**src/rtl/errbit_eval_sched.sv**
```systemverilog
// Frame-level scheduler for the error-bit counting pipeline: streams frame-buffer
// chunks into the error counter, reports per-frame results and keeps BER/FER stats.
module errbit_eval_sched #(
   parameter int N                = 850,
   parameter int ROW_CHUNK_NUM    = 9,
   parameter int ERR_BIT_BITWIDTH = 13,
   parameter int ADDR_W           = 4,
   parameter int STAT_W           = 32,
   parameter int TIMEOUT_CYC      = 64
) (
   input  logic                        eval_clk,
   input  logic                        rstn,
   input  logic                        frame_valid,
   output logic                        frame_ready,
   output logic                        chunk_rd_en,
   output logic [ADDR_W-1:0]           chunk_rd_addr,
   input  logic [N-1:0]                chunk_rd_data,
   output logic                        cnt_en,
   output logic [N-1:0]                cnt_hard_frame,
   input  logic                        cnt_count_done,
   input  logic [ERR_BIT_BITWIDTH-1:0] cnt_err_count,
   output logic                        res_valid,
   output logic [ERR_BIT_BITWIDTH-1:0] res_err_bits,
   output logic                        res_err_frame,
   input  logic [STAT_W-1:0]           cfg_max_frames,
   input  logic [STAT_W-1:0]           cfg_max_err_frames,
   input  logic                        stat_clr,
   output logic [STAT_W-1:0]           frame_cnt,
   output logic [STAT_W-1:0]           err_frame_cnt,
   output logic [STAT_W-1:0]           err_bit_total,
   output logic                        sim_done,
   output logic                        timeout_err
);

   localparam int WD_W = $clog2(TIMEOUT_CYC) + 1;
   localparam logic [ADDR_W-1:0] LAST_ADDR = ADDR_W'(ROW_CHUNK_NUM - 1);
   localparam logic [WD_W-1:0]   WD_LAST   = WD_W'(TIMEOUT_CYC - 1);
   localparam int PAD_W = STAT_W + 1 - ERR_BIT_BITWIDTH;

   typedef enum logic [2:0] {
      S_IDLE,
      S_STREAM,
      S_WAIT_DONE,
      S_REPORT,
      S_HALT
   } state_t;

   state_t                      state_q;
   logic                        frame_ready_q;
   logic                        rd_en_q;
   logic [ADDR_W-1:0]           addr_q;
   logic                        rd_pend_q;
   logic                        cnt_en_q;
   logic [N-1:0]                hard_q;
   logic                        done_prev_q;
   logic [WD_W-1:0]             wd_q;
   logic                        res_valid_q;
   logic [ERR_BIT_BITWIDTH-1:0] res_bits_q;
   logic                        res_ef_q;
   logic [STAT_W-1:0]           frame_cnt_q;
   logic [STAT_W-1:0]           err_frame_cnt_q;
   logic [STAT_W-1:0]           err_bit_total_q;
   logic                        sim_done_q;
   logic                        timeout_q;

   logic                        done_rise;
   logic [STAT_W-1:0]           frame_cnt_d;
   logic [STAT_W-1:0]           err_frame_cnt_d;
   logic [STAT_W-1:0]           err_bit_total_d;
   logic [STAT_W:0]             bit_sum;
   logic                        budget_hit;

   // Statistics after this frame, saturating at all-ones
   always_comb begin
      done_rise       = cnt_count_done & ~done_prev_q;
      frame_cnt_d     = frame_cnt_q;
      err_frame_cnt_d = err_frame_cnt_q;
      err_bit_total_d = err_bit_total_q;
      bit_sum         = {1'b0, err_bit_total_q}
                      + {{PAD_W{1'b0}}, res_bits_q};
      if (frame_cnt_q != '1) begin
         frame_cnt_d = frame_cnt_q + 1'b1;
      end
      if (res_ef_q && (err_frame_cnt_q != '1)) begin
         err_frame_cnt_d = err_frame_cnt_q + 1'b1;
      end
      if (bit_sum[STAT_W]) begin
         err_bit_total_d = '1;
      end else begin
         err_bit_total_d = bit_sum[STAT_W-1:0];
      end
      budget_hit =
         ((cfg_max_frames != '0) &&
          (frame_cnt_d == cfg_max_frames)) ||
         ((cfg_max_err_frames != '0) &&
          (err_frame_cnt_d == cfg_max_err_frames));
   end

   always_ff @(posedge eval_clk) begin
      if (!rstn) begin
         state_q         <= S_IDLE;
         frame_ready_q   <= 1'b0;
         rd_en_q         <= 1'b0;
         addr_q          <= '0;
         rd_pend_q       <= 1'b0;
         cnt_en_q        <= 1'b0;
         hard_q          <= '0;
         done_prev_q     <= 1'b0;
         wd_q            <= '0;
         res_valid_q     <= 1'b0;
         res_bits_q      <= '0;
         res_ef_q        <= 1'b0;
         frame_cnt_q     <= '0;
         err_frame_cnt_q <= '0;
         err_bit_total_q <= '0;
         sim_done_q      <= 1'b0;
         timeout_q       <= 1'b0;
      end else begin
         done_prev_q <= cnt_count_done;
         res_valid_q <= 1'b0;
         rd_pend_q   <= rd_en_q;

         if (rd_pend_q) begin
            hard_q <= chunk_rd_data;
         end

         // Watchdog starts with the first chunk on the counter port
         if (rd_pend_q && !cnt_en_q) begin
            cnt_en_q <= 1'b1;
            wd_q     <= '0;
         end else if (cnt_en_q) begin
            wd_q <= wd_q + 1'b1;
         end

         unique case (state_q)
            S_IDLE: begin
               frame_ready_q <= ~sim_done_q;
               if (frame_valid && frame_ready_q) begin
                  state_q       <= S_STREAM;
                  frame_ready_q <= 1'b0;
                  rd_en_q       <= 1'b1;
                  addr_q        <= '0;
               end
            end

            S_STREAM: begin
               if (addr_q == LAST_ADDR) begin
                  rd_en_q <= 1'b0;
                  state_q <= S_WAIT_DONE;
               end else begin
                  addr_q <= addr_q + 1'b1;
               end
            end

            S_WAIT_DONE: begin
               if (done_rise) begin
                  res_valid_q <= 1'b1;
                  res_bits_q  <= cnt_err_count;
                  res_ef_q    <= |cnt_err_count;
                  cnt_en_q    <= 1'b0;
                  state_q     <= S_REPORT;
               end else if (cnt_en_q && (wd_q == WD_LAST)) begin
                  timeout_q <= 1'b1;
                  cnt_en_q  <= 1'b0;
                  state_q   <= S_HALT;
               end
            end

            S_REPORT: begin
               if (!stat_clr) begin
                  frame_cnt_q     <= frame_cnt_d;
                  err_frame_cnt_q <= err_frame_cnt_d;
                  err_bit_total_q <= err_bit_total_d;
               end
               if (!stat_clr && budget_hit) begin
                  sim_done_q <= 1'b1;
                  state_q    <= S_HALT;
               end else begin
                  frame_ready_q <= 1'b1;
                  state_q       <= S_IDLE;
               end
            end

            S_HALT: begin
               frame_ready_q <= 1'b0;
               cnt_en_q      <= 1'b0;
               if (stat_clr) begin
                  sim_done_q    <= 1'b0;
                  timeout_q     <= 1'b0;
                  frame_ready_q <= 1'b1;
                  state_q       <= S_IDLE;
               end
            end

            default: begin
               state_q <= S_IDLE;
            end
         endcase

         if (stat_clr) begin
            frame_cnt_q     <= '0;
            err_frame_cnt_q <= '0;
            err_bit_total_q <= '0;
         end
      end
   end

   assign frame_ready    = frame_ready_q;
   assign chunk_rd_en    = rd_en_q;
   assign chunk_rd_addr  = addr_q;
   assign cnt_en         = cnt_en_q;
   assign cnt_hard_frame = hard_q;
   assign res_valid      = res_valid_q;
   assign res_err_bits   = res_bits_q;
   assign res_err_frame  = res_ef_q;
   assign frame_cnt      = frame_cnt_q;
   assign err_frame_cnt  = err_frame_cnt_q;
   assign err_bit_total  = err_bit_total_q;
   assign sim_done       = sim_done_q;
   assign timeout_err    = timeout_q;

endmodule

```
**config.mk**
```make
export PLATFORM = sky130hd
export DESIGN_NAME = errbit_eval_sched
export DESIGN_NICKNAME = d
export VERILOG_FILES = /design/src/rtl/errbit_eval_sched.sv
export SDC_FILE = /design/constraint.sdc
export NUM_CORES = 2
export LEC_CHECK = 0
export ABC_AREA = 1
export BUFFER_PORTS_ARGS = -buffer_cell sky130_fd_sc_hd__buf_2
export CORE_AREA = 3 3 750 752
export CTS_BUF_LIST = sky130_fd_sc_hd__clkbuf_16
export CTS_CLUSTER_DIAMETER = 50
export DETAILED_ROUTE_END_ITERATION = 8
export DIE_AREA = 0 0 753 755
export SYNTH_ARGS = -nofsm -noshare
export SYNTH_HDL_FRONTEND = slang
export SYNTH_SLANG_ARGS = --single-unit
```
**constraint.sdc**
```tcl
create_clock -name eval_clk -period 2.9 [get_ports eval_clk]
set_input_delay 0.435 -clock eval_clk [delete_from_list [all_inputs] [get_ports eval_clk]]
set_output_delay 0.435 -clock eval_clk [all_outputs]
set_load 0.02 [all_outputs]
```
==> results.toml <==
[power]
clkPwrFrac_pct = 44.1
peakVddDrop_mv = 0.515
switchingPower_mw = 20.6
p_comb_share_pct = 26.1
leakagePower_nw = 34.6
p_int_mw = 33.1
power_density_nw_per_um2 = 721
swShare_pct = 38.3
power_frac_seq_pct = 29.9

[timing]
skew_ps = 81.1
rsz0062_at_grt = "yes"
timing.final.crit_share_pct = 94.2
worstMarginPinSlew_ps = 1030
maxSlewViolCount = 0
finalHoldViolations = 0
setup_viol = 0
fin_crit_ps = 2730
relSlewSlack_pct = 31.4
max_freq_ghz = 0.366

[run_status]
status = "completed"

[detailed_routing]
vias_per_cell = 3.16
drc_errors = 0
wirelength_um = 489000
first_pass_iters = 6
drt_iter0_drc = 3506
antenna_left = 0
wl_per_cell_um = 30.5
vias = 50700

[die]
core.rowCount = 274
coreArea_um2 = 556000
dieHeight_um = 755
initial_utilization_pct = 6.93
dieArea_um2 = 569000
io_pins = 1902
die_w_um = 753

[yosys]
synthAdderAreaFrac_pct = 0.636
yosysTopAreaCellShare_pct = 50.9
syn_area_um2 = 38600
synthCells = 5370
synth_top_family_by_area = "simple AND/OR/NAND/NOR gates"
ys_ff_latch = 982
synth_compound_area_share_pct = 14.1
synthMuxAreaShare_pct = 0
syn_area_per_cell_um2 = 7.19
ys_warn_count = 0
syn-num-nets = 6321
ys_top_cells_by_area = "dfxtp_1 51%, nor2_1 19%, o21ai_0 12%"
synthDistinctLibCells = 42
synthSimpleGateAreaFrac_pct = 27.5
synth.largest_area_cell = "dfxtp_1"
yosysSeqAreaShare_pct = 50.9
synthXorXnorAreaFrac_pct = 0.976

[layout]
area_growth_pct = 92.9
finalNetCount = 9229
drive_gt1_share_pct = 30.5
fin_util_pct = 13.4
stdcell_area_um2 = 74400

[grt]
grt_pass1_wl_um = 596000
antenna_found_initial = 266
first_global_vias = 50500
overflow = 0
grt_use_total_pct = 16.4
grt_max_degree = 172

[min_path]
hold_path.class = "input pin to flip-flop"

[run]
cap_viol_max_count = 0

[clocking]
cts_buffers = 197
cts_tree = "yes"
cts_root_buffer = "clkbuf_16"
cts.sinks = 982
cts_max_level = 4
cts.path.max_buffers = 4
clk_pin_slew_worst_paths_ps = 50
worst_skew_pair.late_latency_ps = 940

[critical_path]
cp-end-kind = "flip-flop"
required_ps = 3700
cp_max_fo = 11
cp-start-kind = "flip-flop"
r2r_slack_ps = 170
crit_type = "flip-flop to flip-flop"
cp.arrival_ps = 3530

[place]
dp_hpwl_um = 428000
gp_congestion = 1.05
placed_area_um2 = 58400
port_buffers = 1901
## sequential cells by signal, indices dropped and copies added, names as in the netlist, 3 cells and up
signal,flops
frame_cnt,32
cnt_hard_frame,850
res_err_bits,13
chunk_rd_addr,4
err_bit_total,32
wd_q,7
state_q,3
err_frame_cnt,32
## layout by cell type, fill, tap and decap left out, drive strengths merged, types with 2 or more instances in the layout
cell type / netlist / routed
nor4: 17 / 17
nand3: 136 / 136
a211oi: 3 / 3
a21oi: 88 / 88
clkinvlp: 0 / 21
dlygate4sd3: 0 / 886
o211ai: 7 / 7
and3: 2 / 2
nor3: 29 / 29
o21bai: 2 / 2
nand2: 508 / 508
clkbuf: 291 / 197
bufinv: 0 / 21
nand4: 24 / 24
nand3b: 20 / 20
inv: 253 / 318
nor2: 1934 / 1934
xnor2: 10 / 10
a31oi: 6 / 6
clkinv: 4 / 61
dfxtp: 982 / 982
ha: 18 / 18
diode: 0 / 137
buf: 31 / 2145
o221ai: 10 / 10
or2: 3 / 3
xor2: 33 / 33
o21ai: 955 / 955
## cell families after synthesis
family | Yosys count
simple gates | 2674
xor+xnor | 43
fa+ha+maj | 19
buf+inv | 579
compound gates | 1073
flops | 982
## area by class of cell
cell class | count | area, µm²
repair buffers | 3031 | 20600
flip-flops and latches | 982 | 19700
inverters | 257 | 978
clock buffers | 197 | 4930
diodes | 137 | 343
well taps | 7452 | 9320
fillers | 64200 | 482000
clock inverters | 164 | 1730
multi-input cells | 3809 | 16900
## power by group through the flow
| stage | logic (mW) | clock network [mW] | registers [mW] |
|---|---|---|---|
| final | 14.0 | 23.7 | 16.0 |
| after global routing | 15.1 | 24.8 | 16.2 |
| after CTS | 14.5 | 24.4 | 16.0 |
| after detailed placement | 13.1 | 0 | 16.3 |
| after global placement | 13.1 | 0 | 16.2 |
| after floorplan | 2.60 | 0 | 18.2 |
## per-layer routing
metal | share of wire [%] | up-vias | GRT usage [%]
li1 | - | 23300 | -
met1 | 33 | 23800 | 15.9
met2 | 45 | 2684 | 26.7
met3 | 15 | 879 | 10.8
met4 | 6.3 | 76 | 8.81
met5 | 0.096 | - | 0
## worst paths after layout
path                    start          end  cells past startpoint
min               frame_valid  chunk_rd_en                      5
max reg2reg  err_frame_cnt[0]   state_q[2]                     19
max          err_frame_cnt[0]   state_q[2]                     19
min reg2reg           wd_q[5]      wd_q[5]                      2
## cell usage after synthesis, drive strengths merged
master	instances
a211oi	3
nand4	24
inv	253
nor2	1934
nor3b	1
nand2	508
nor3	29
and3	2
xnor2	10
a31oi	6
o21bai	2
ha	18
fa	1
o221ai	10
o211ai	7
a21boi	1
xor2	33
nand3b	20
a41oi	1
buf	31
clkbuf	291
clkinv	4
nor4	17
o21ai	955
nand3	136
dfxtp	982
a21oi	88
or2	3
## repair_timing
item / CTS / global route
resized for setup: 9 / 56
hold buffers: 886 / 0
pin swaps: 2 / 10
hold endpoints to repair: 870 / 0
endpoints found under the setup margin: 27 / 31
setup buffers: 1 / 3
## stage by stage
stage	hold slack, ps	TNS (ps)	power (mW)	setup slack, ps	cells
after floorplan	449	0	20.8	97.1	5370
after global placement	466	-386	29.3	-77.3	14600
after detailed placement	475	-435	29.3	-50.8	14600
after CTS	81.2	0	54.9	3.21	15900
after global routing	147	-185	56.1	-63.7	16000
final	219	0	53.7	168	16000
## worst max-delay path, stage by stage (launching register included)
cell     delay (ps)
dfxtp_1         340
ha_2            200
inv_2            60
nor2_4          130
nand2_4         100
nor2_8          130
buf_4           130
nand2_4          80
nand2_8          90
buf_12          130
nand2_1          80
nand3_1         110
nand4_1         220
nor2_1          210
nand3_2         110
o21ai_2         150
nand2_2          80
nand2_1          70
nand2_1          50
a21oi_1         110
No activity file was read; power rests on OpenSTA's default activity.
